--- config.mk ---
export PLATFORM = sky130hd
export DESIGN_NAME = seq_alu
export DESIGN_NICKNAME = d
export VERILOG_FILES = /design/src/rtl/seq_alu.sv
export SDC_FILE = /design/constraint.sdc
export NUM_CORES = 2
export LEC_CHECK = 0
export CORE_MARGIN = 3
export CORE_UTILIZATION = 35
export CTS_BUF_LIST = sky130_fd_sc_hd__clkbuf_4 sky130_fd_sc_hd__clkbuf_8
export DETAILED_ROUTE_END_ITERATION = 10
export SETUP_SLACK_MARGIN = 0.2
export SLEW_MARGIN = 10
export SYNTH_ARGS = -nofsm -noshare
export SYNTH_HDL_FRONTEND = slang
export SYNTH_SLANG_ARGS = --single-unit
--- constraint.sdc ---
create_clock -name clk -period 4.3 [get_ports clk]
set_input_delay 0.43 -clock clk [delete_from_list [all_inputs] [get_ports clk]]
set_output_delay 0.43 -clock clk [all_outputs]
set_load 0.03 [all_outputs]
--- src/rtl/seq_alu.sv ---
// seq_alu: sequential ALU with a valid/ready handshake on both sides.
// Single-cycle ops complete in one cycle; MUL runs a WIDTH-cycle shift-add.
// Results and flags are held in DONE until the consumer accepts them.
`timescale 1ns/1ps
module seq_alu #(
  parameter int WIDTH = 64
) (
  input  logic             clk,
  input  logic             rst_n,
  input  logic             in_valid,
  output logic             in_ready,
  input  logic [WIDTH-1:0] a,
  input  logic [WIDTH-1:0] b,
  input  logic [3:0]       alu_control,
  output logic             out_valid,
  input  logic             out_ready,
  output logic [WIDTH-1:0] result,
  output logic             zero,
  output logic             overflow,
  output logic             carry,
  output logic             busy
);

  localparam int SHW = $clog2(WIDTH);
  localparam logic [SHW-1:0] CNT_LAST = SHW'(WIDTH - 1);

  localparam logic [1:0] S_IDLE = 2'd0;
  localparam logic [1:0] S_MUL  = 2'd1;
  localparam logic [1:0] S_DONE = 2'd2;

  localparam logic [3:0] OP_ADD  = 4'b0000;
  localparam logic [3:0] OP_SUB  = 4'b0001;
  localparam logic [3:0] OP_AND  = 4'b0010;
  localparam logic [3:0] OP_OR   = 4'b0011;
  localparam logic [3:0] OP_XOR  = 4'b0100;
  localparam logic [3:0] OP_SLT  = 4'b0101;
  localparam logic [3:0] OP_SLTU = 4'b0110;
  localparam logic [3:0] OP_SLL  = 4'b0111;
  localparam logic [3:0] OP_SRL  = 4'b1000;
  localparam logic [3:0] OP_SRA  = 4'b1001;
  localparam logic [3:0] OP_MUL  = 4'b1010;

  logic [1:0]       state_q, state_d;
  logic             ready_q, ready_d;
  logic             valid_q, valid_d;
  logic             busy_q, busy_d;
  logic [WIDTH-1:0] result_q, result_d;
  logic             zero_q, zero_d;
  logic             ovf_q, ovf_d;
  logic             carry_q, carry_d;
  logic [WIDTH-1:0] mcand_q, mcand_d;
  logic [WIDTH-1:0] mplier_q, mplier_d;
  logic [WIDTH-1:0] acc_q, acc_d;
  logic [SHW-1:0]   cnt_q, cnt_d;

  logic [SHW-1:0]   shamt_s;
  logic [WIDTH-1:0] b_eff_s;
  logic [WIDTH:0]   sum_s;
  logic [WIDTH-1:0] alu_res_s;
  logic             alu_v_s;
  logic             alu_c_s;
  logic             alu_z_s;
  logic             alu_legal_s;
  logic [WIDTH-1:0] mul_acc_s;

  // Single-cycle datapath evaluated on the operands present at transfer
  always_comb begin
    shamt_s     = b[SHW-1:0];
    b_eff_s     = (alu_control == OP_SUB) ? ~b : b;
    sum_s       = {1'b0, a} + {1'b0, b_eff_s} + {{WIDTH{1'b0}}, (alu_control == OP_SUB)};
    alu_res_s   = {WIDTH{1'b0}};
    alu_v_s     = 1'b0;
    alu_c_s     = 1'b0;
    alu_legal_s = 1'b1;
    case (alu_control)
      OP_ADD, OP_SUB: begin
        alu_res_s = sum_s[WIDTH-1:0];
        alu_c_s   = sum_s[WIDTH];
        alu_v_s   = (a[WIDTH-1] == b_eff_s[WIDTH-1]) && (sum_s[WIDTH-1] != a[WIDTH-1]);
      end
      OP_AND:  alu_res_s = a & b;
      OP_OR:   alu_res_s = a | b;
      OP_XOR:  alu_res_s = a ^ b;
      OP_SLT:  alu_res_s = {{(WIDTH-1){1'b0}}, ($signed(a) < $signed(b))};
      OP_SLTU: alu_res_s = {{(WIDTH-1){1'b0}}, (a < b)};
      OP_SLL:  alu_res_s = a << shamt_s;
      OP_SRL:  alu_res_s = a >> shamt_s;
      OP_SRA:  alu_res_s = $signed(a) >>> shamt_s;
      OP_MUL:  alu_res_s = {WIDTH{1'b0}};
      default: alu_legal_s = 1'b0;
    endcase
    alu_z_s = alu_legal_s && (alu_res_s == {WIDTH{1'b0}});
  end

  // One shift-add step: add the multiplicand when the current multiplier bit is set
  always_comb begin
    mul_acc_s = acc_q + (mplier_q[0] ? mcand_q : {WIDTH{1'b0}});
  end

  // FSM and datapath next-state; status outputs follow the next state so they are registered
  always_comb begin
    state_d  = state_q;
    result_d = result_q;
    zero_d   = zero_q;
    ovf_d    = ovf_q;
    carry_d  = carry_q;
    mcand_d  = mcand_q;
    mplier_d = mplier_q;
    acc_d    = acc_q;
    cnt_d    = cnt_q;
    case (state_q)
      S_IDLE: begin
        if (in_valid && ready_q) begin
          mcand_d  = a;
          mplier_d = b;
          acc_d    = {WIDTH{1'b0}};
          cnt_d    = {SHW{1'b0}};
          if (alu_control == OP_MUL) begin
            state_d = S_MUL;
          end else begin
            state_d  = S_DONE;
            result_d = alu_res_s;
            zero_d   = alu_z_s;
            ovf_d    = alu_v_s;
            carry_d  = alu_c_s;
          end
        end else begin
          state_d = S_IDLE;
        end
      end
      S_MUL: begin
        acc_d    = mul_acc_s;
        mcand_d  = mcand_q << 1;
        mplier_d = mplier_q >> 1;
        cnt_d    = cnt_q + {{(SHW-1){1'b0}}, 1'b1};
        if (cnt_q == CNT_LAST) begin
          state_d  = S_DONE;
          result_d = mul_acc_s;
          zero_d   = (mul_acc_s == {WIDTH{1'b0}});
          ovf_d    = 1'b0;
          carry_d  = 1'b0;
        end else begin
          state_d = S_MUL;
        end
      end
      S_DONE: begin
        if (out_ready) begin
          state_d = S_IDLE;
        end else begin
          state_d = S_DONE;
        end
      end
      default: state_d = S_IDLE;
    endcase
    ready_d = (state_d == S_IDLE);
    valid_d = (state_d == S_DONE);
    busy_d  = (state_d != S_IDLE);
  end

  // State registers; reset abandons any operation in flight and clears all outputs
  always_ff @(posedge clk or negedge rst_n) begin
    if (!rst_n) begin
      state_q  <= S_IDLE;
      ready_q  <= 1'b0;
      valid_q  <= 1'b0;
      busy_q   <= 1'b0;
      result_q <= {WIDTH{1'b0}};
      zero_q   <= 1'b0;
      ovf_q    <= 1'b0;
      carry_q  <= 1'b0;
      mcand_q  <= {WIDTH{1'b0}};
      mplier_q <= {WIDTH{1'b0}};
      acc_q    <= {WIDTH{1'b0}};
      cnt_q    <= {SHW{1'b0}};
    end else begin
      state_q  <= state_d;
      ready_q  <= ready_d;
      valid_q  <= valid_d;
      busy_q   <= busy_d;
      result_q <= result_d;
      zero_q   <= zero_d;
      ovf_q    <= ovf_d;
      carry_q  <= carry_d;
      mcand_q  <= mcand_d;
      mplier_q <= mplier_d;
      acc_q    <= acc_d;
      cnt_q    <= cnt_d;
    end
  end

  assign in_ready  = ready_q;
  assign out_valid = valid_q;
  assign busy      = busy_q;
  assign result    = result_q;
  assign zero      = zero_q;
  assign overflow  = ovf_q;
  assign carry     = carry_q;

endmodule

* Yosys cells after proc, flatten, opt, wreduce, memory -nomap -nowiden *
Cells that the tools add are included.

cells by class
  reduce and logical (&&, ||, !) cells = 14
  order comparisons = 2
  add/sub/neg operators = 4
  shifts and indexed selects = 3
  bitwise gates (word level) = 4
  equality and inequality tests = 19
  divide/modulo/power cells = 0
  multiply operators = 0
  muxes and demuxes = 34

operators with widths
  cell                                                                   number
  64-bit case mux with 9 select lines                                    1
  64-bit two-way mux                                                     8
  64-bit case mux with 2 select lines                                    4
  64-bit logical NOT                                                     2
  64-bit < comparator                                                    2
  64-bit by 64-bit adder with 65-bit output                              1
  65-bit by 1-bit adder with 65-bit output                               1
  64-bit adder                                                           1
  64-bit bitwise AND                                                     1
  64-bit NOT                                                             1
  64-bit OR                                                              1
  64-bit by 6-bit << shifter with 64-bit output                          1
  64-bit by 6-bit >> shifter with 64-bit output                          1
  64-bit by 6-bit >>> shifter with 64-bit output                         1
  64-bit XOR                                                             1
  4-bit by 3-bit equality test with 1-bit output, second input constant  4
  4-bit equality test, second input constant                             3
  6-bit case mux with 2 select lines                                     1
  1-bit two-way mux                                                      11
  11-bit OR reduction                                                    1
  4-bit by 2-bit equality test with 1-bit output, second input constant  2
  2-bit two-way mux                                                      4
  6-bit by 1-bit adder with 6-bit output, second input constant          1
  6-bit equality test, second input constant                             1
  other kinds (16)                                                       25

storage, ports and cells
  bits in writable memories = 0
  memories = 0
  flip-flop bits (word level) = 270
  latch bits = 0
  output and inout bits = 70
  bits in read-only memories = 0

* Logic depth before layout (Yosys ltp) *
  word-level depth = 10
  gate-level depth with buffers = 22

* Worst setup path after synthesis *
Ideal clock, no wire load.

  path kind = input -> register
  start point = in b[2]
  end point = reg zero_q, in the netlist zero
  setup slack = -651 ps
  data arrival time = 4885 ps
  path buffers = 7
  library setup time = 66 ps
  required time = 4234 ps
  cell stages on the path = 22
  cells stage by stage = buf_2 buf_4 clkinv_1 buf_2 buf_2 buf_2 buf_1 xnor2_1 ha_1 and3b_1 a221oi_2 nor4b_1 or2_0 clkbuf_1 o2111ai_1 a211oi_1 or3b_2 nor3_1 nand4_1 nor4_1 a22oi_1 nand2_1

between the ends
  word-level cells in the longest chain between the ends = 10
  elaborated cells between the ends (all ways) = 18

RTL lines
  item                                       line  text
  start, declared                            13    input logic [WIDTH-1:0] b,
  64-bit NOT                                 69    b_eff_s = (alu_control == OP_SUB) ? ~b : b;
  64-bit two-way mux                         69
  64-bit by 64-bit adder with 65-bit output  70    sum_s = {1'b0, a} + {1'b0, b_eff_s} + {{WIDTH{1'b0}}, (alu_control == OP_SUB)};
  65-bit by 1-bit adder with 65-bit output   70
  64-bit case mux with 9 select lines (*)    75    case (alu_control)
  64-bit logical NOT (*)                     92    alu_z_s = alu_legal_s && (alu_res_s == {WIDTH{1'b0}});
  1-bit logical AND (*)                      92
  1-bit two-way mux (*)                      118   if (alu_control == OP_MUL) begin
  1-bit two-way mux (*)                      113   if (in_valid && ready_q) begin
  1-bit case mux with 2 select lines (*)     111   case (state_q)
  end signal, assigned                       181   zero_q <= zero_d;
  end, declared                              48    logic zero_q, zero_d;

Every way passes the cells marked *; elsewhere a longest branch is shown, timed or not. The select of a mux whose other input is x is not followed.
A chain may end at the register's enable or synchronous reset.

* Worst setup path in the final report *
  start point = reg mplier_q[0]
  end point = reg zero_q, in the netlist zero

between the ends
  word-level cells in the longest chain between the ends = 5

RTL lines
  item                                line  text
  start, declared                     52    logic [WIDTH-1:0] mplier_q, mplier_d;
  start signal, assigned              172   mplier_q <= {WIDTH{1'b0}};
  start signal, assigned              185   mplier_q <= mplier_d;
  64-bit two-way mux                  97    mul_acc_s = acc_q + (mplier_q[0] ? mcand_q : {WIDTH{1'b0}});
  64-bit adder                        97
  64-bit logical NOT                  139   zero_d = (mul_acc_s == {WIDTH{1'b0}});
  1-bit two-way mux                   136   if (cnt_q == CNT_LAST) begin
  1-bit case mux with 2 select lines  111

Every way passes these cells. The select of a mux whose other input is x is not followed.

==> results.json <==
{
  "status": "complete, but fails checks",
  "violations": "setup timing",
  "io_buffers": 205,
  "max_stage_delay_ps": 450,
  "io_pins": 206,
  "drive_above_1_share_pct": 37.2,
  "cp_max_fo": 7,
  "n_fill_cell": 10433,
  "synth_top_area_share_pct": 17.3,
  "r2r_start": "mplier_q[0]",
  "irDropWorstVdd_mv": 0.320,
  "synthesis.nets": 5592,
  "dr.pass1.iters": 6,
  "min_path_type": "input port to register",
  "start_kind": "register",
  "r2r_end": "zero",
  "start_util_pct": 35.6,
  "drtAntennaViolNets": 0,
  "insertion_delay_ps": 820,
  "grt_pass1_vias": 50248,
  "core_um2": 110000,
  "yosysWarnings": 0,
  "critPathRequiredTime_ps": 5010,
  "hp-start": "b[5]",
  "via_count": 52733,
  "rsz0062_at_grt": "yes",
  "synth_common_cells": "nand2_1 (682), nor2_1 (498), a21oi_1 (329), ha_1 (320), clkbuf_1 (303)",
  "cts-root-buf": "clkbuf_8",
  "yosysTopAreaCell": "dfrtp_1",
  "clk_pin_slew_ps": 70,
  "period_minus_slack_ps": 4550,
  "finalMaxSlewViolations": 0,
  "place_hpwl_um": 230000,
  "synthArstFlopShare_pct": 100,
  "remaining_drc_errors": 0,
  "r2r_setup_slack_ps": -250,
  "cts_buffer_depth": 3,
  "total_power_uw": 25800,
  "die_area_um2": 116000,
  "setup_viol": 7,
  "drtIter0Drc": 6871,
  "internal_power_uw": 13400,
  "worst_slack_ps": -252,
  "grt_pass1_wl_um": 382000,
  "critPathKind": "register to register",
  "power.leakage_uw": 0.0281,
  "power.density_nw_per_um2": 427,
  "cts-htree-levels": 2,
  "synth-edff-count": 0,
  "track_usage_pct": 46.1,
  "seq_power_share_pct": 17.5,
  "clockPowerShare_pct": 12.2,
  "nets": 7443,
  "holdPathEnd": "mplier_q[5]",
  "path_depth": 18,
  "antenna_found_initial": 32,
  "avgRoutedWirePerCell_um": 32.6,
  "synth.most_common_cell": "nand2_1",
  "gp_congestion": 1.12,
  "avgSynthCellArea_um2": 7.61,
  "yosys_most_used_dff": "dfrtp_1",
  "end_kind": "register",
  "cap_viol_max_count": 0,
  "die_w_um": 340,
  "min_period_over_period_pct": 106,
  "worstMarginPinSlew_ps": 1410,
  "wl_um": 278000,
  "cpLargestDelayFamily": "compound AO/OA/AOI/OAI gates",
  "overflow": 0,
  "numCtsBuffers": 55,
  "synth_seq_cells": 270,
  "crit_path_cell_trace": "buf_12 > buf_12 > and2_4 > ha_4 > a211o_1 > a21oi_4 > o32ai_4 > or3_4 > o31a_1 > buf_6 > a2111o_1 > o211ai_1 > and4b_1 > nand4_1 > nor4_4 > nand4_1 > buf_6 > nand2_2",
  "hold_depth": 4,
  "pwr-share-comb_pct": 70.3,
  "max-slew-margin-rel_pct": 5.51,
  "area_delta_synth_final_pct": 54.8,
  "ff2ff_path_depth": 18,
  "slowest_stage": "dfrtp_2",
  "cts_tree": "done",
  "cts_num_sinks": 270,
  "cp_num_buf_inv": 4,
  "synth-seq-area-share_pct": 17.3,
  "swShare_pct": 48.1,
  "syn_area_um2": 39100,
  "power.switching_uw": 12400,
  "grt_max_degree": 119,
  "crit_arrival_ps": 5260,
  "std_cell_rows": 121,
  "dieHeight_um": 340,
  "tns_ps": -784,
  "clock.fmax_mhz": 220,
  "finalClockSkew_ps": 111,
  "final_core_util_pct": 55.1,
  "synth.distinct_cells": 106,
  "hold_viol": 0,
  "synthTopCellsByArea": "dfrtp_1 (17%), ha_1 (10%), mux4_2 (7.1%)",
  "synth_cells": 5134,
  "via_per_inst": 6.19
}
==> sequential cells by signal, indices dropped and copies added, names as in the netlist, 2 cells and up <==
signal and count:
cnt_q 6, state_q 2, mcand_q 64, result 64, acc_q 64, mplier_q 64
==> worst reg2reg max path, delay by kind of cell (launching register included) <==
family,cells,cell delay (ps)
DFF,1,450
and+or+nand+nor,7,1590
adders and majority gates,1,210
buffers and inverters,4,620
AOI/OAI and AO/OA,6,1640
==> what timing repair did <==
action / 4_1_cts / 5_1_grt
gates resized for setup: 204 / 115
hold buffers: 1 / 0
pin swaps: 82 / 51
hold endpoints to repair: 115 / 0
setup buffers: 38 / 20
endpoints found under the setup margin: 44 / 48
cloned: 5 / 0
==> cells in the final DEF, fill, tap and decap left out, types with 26 or more instances in the layout <==
cell type        count
or3_1               34
xnor2_1             94
nand4_1             80
nor3_1              79
buf_12              98
buf_4             1897
o21ai_1             29
a21oi_1            294
buf_6               28
ha_1               300
nand2_1            670
mux2_2              66
o211ai_1            83
dfrtp_1            269
o22ai_1             49
a211oi_1            72
inv_1              180
nand2b_1            32
o31ai_1             26
clkdlybuf4s50_1    194
and2_1              73
a21o_1              78
o21a_1              42
a31oi_1            150
mux2i_1            203
a21oi_2             30
clkbuf_8            68
nand3_1            160
o21ai_0            235
nor2_1             492
a22oi_1             49
and3_1              26
a221oi_1            31
mux4_2             123
nor2b_1             36
==> logic make-up after synthesis <==
logic type | Yosys count | share of synthesized area, %
muxes | 400 | 14.5
and+or+nand+nor | 1873 | 22.2
xor gates and xnor gates | 130 | 2.91
adders and majority gates | 322 | 10.4
buffers and inverters | 623 | 6.77
AOI/OAI and AO/OA | 1516 | 26.0
DFF | 270 | 17.3
==> how the worst max path moves through the flow <==
stage	from	endpoint	slack, ps
floorplan	b[2]	zero	20
CTS	mplier_q[0]	zero	-180
finish	mplier_q[0]	zero	-250
detailed placement	alu_control[1]	zero	-1430
global placement	alu_control[1]	zero	-1440
global route	mplier_q[0]	result[60]	-440
==> through the flow <==
stage	area, um^2	std cells	worst slack, ps	hold WS, ps
final	60500	8521	-252	223
after global routing	60400	8503	-444	212
after CTS	59800	8482	-181	148
after detailed placement	57100	8340	-1430	463
after global placement	57100	8340	-1440	458
after floorplan	39300	5134	24.9	134
==> power by group through the flow <==
stage | combinational [uW] | clock (uW) | sequential, uW
after detailed placement | 16400 | 0 | 4500
after global routing | 19100 | 3310 | 4650
after CTS | 17400 | 3220 | 4510
final | 18200 | 3150 | 4530
after global placement | 16200 | 0 | 4470
after floorplan | 7460 | 0 | 4900
==> final cells by class <==
class,count,area [um^2],area share [%]
multi-input cells,4241,31200,51.6
repair buffers,2234,18700,30.9
flip-flops and latches,270,6760,11.2
well taps,1476,1850,3.05
clock buffers,83,1040,1.72
inverters,183,702,1.16
clock inverters,15,190,0.315
diodes,19,47.5,0.0786
==> metal layers <==
metal  vias up  track usage, %  wire length [um]
met2      3430            68.8            116000
li1      22755               -                 -
met4        22            27.2             21200
met3       846            13.1             31700
met1     25680            59.0            109000
met5         -               0               210
No activity file was read; power rests on OpenSTA's default activity.
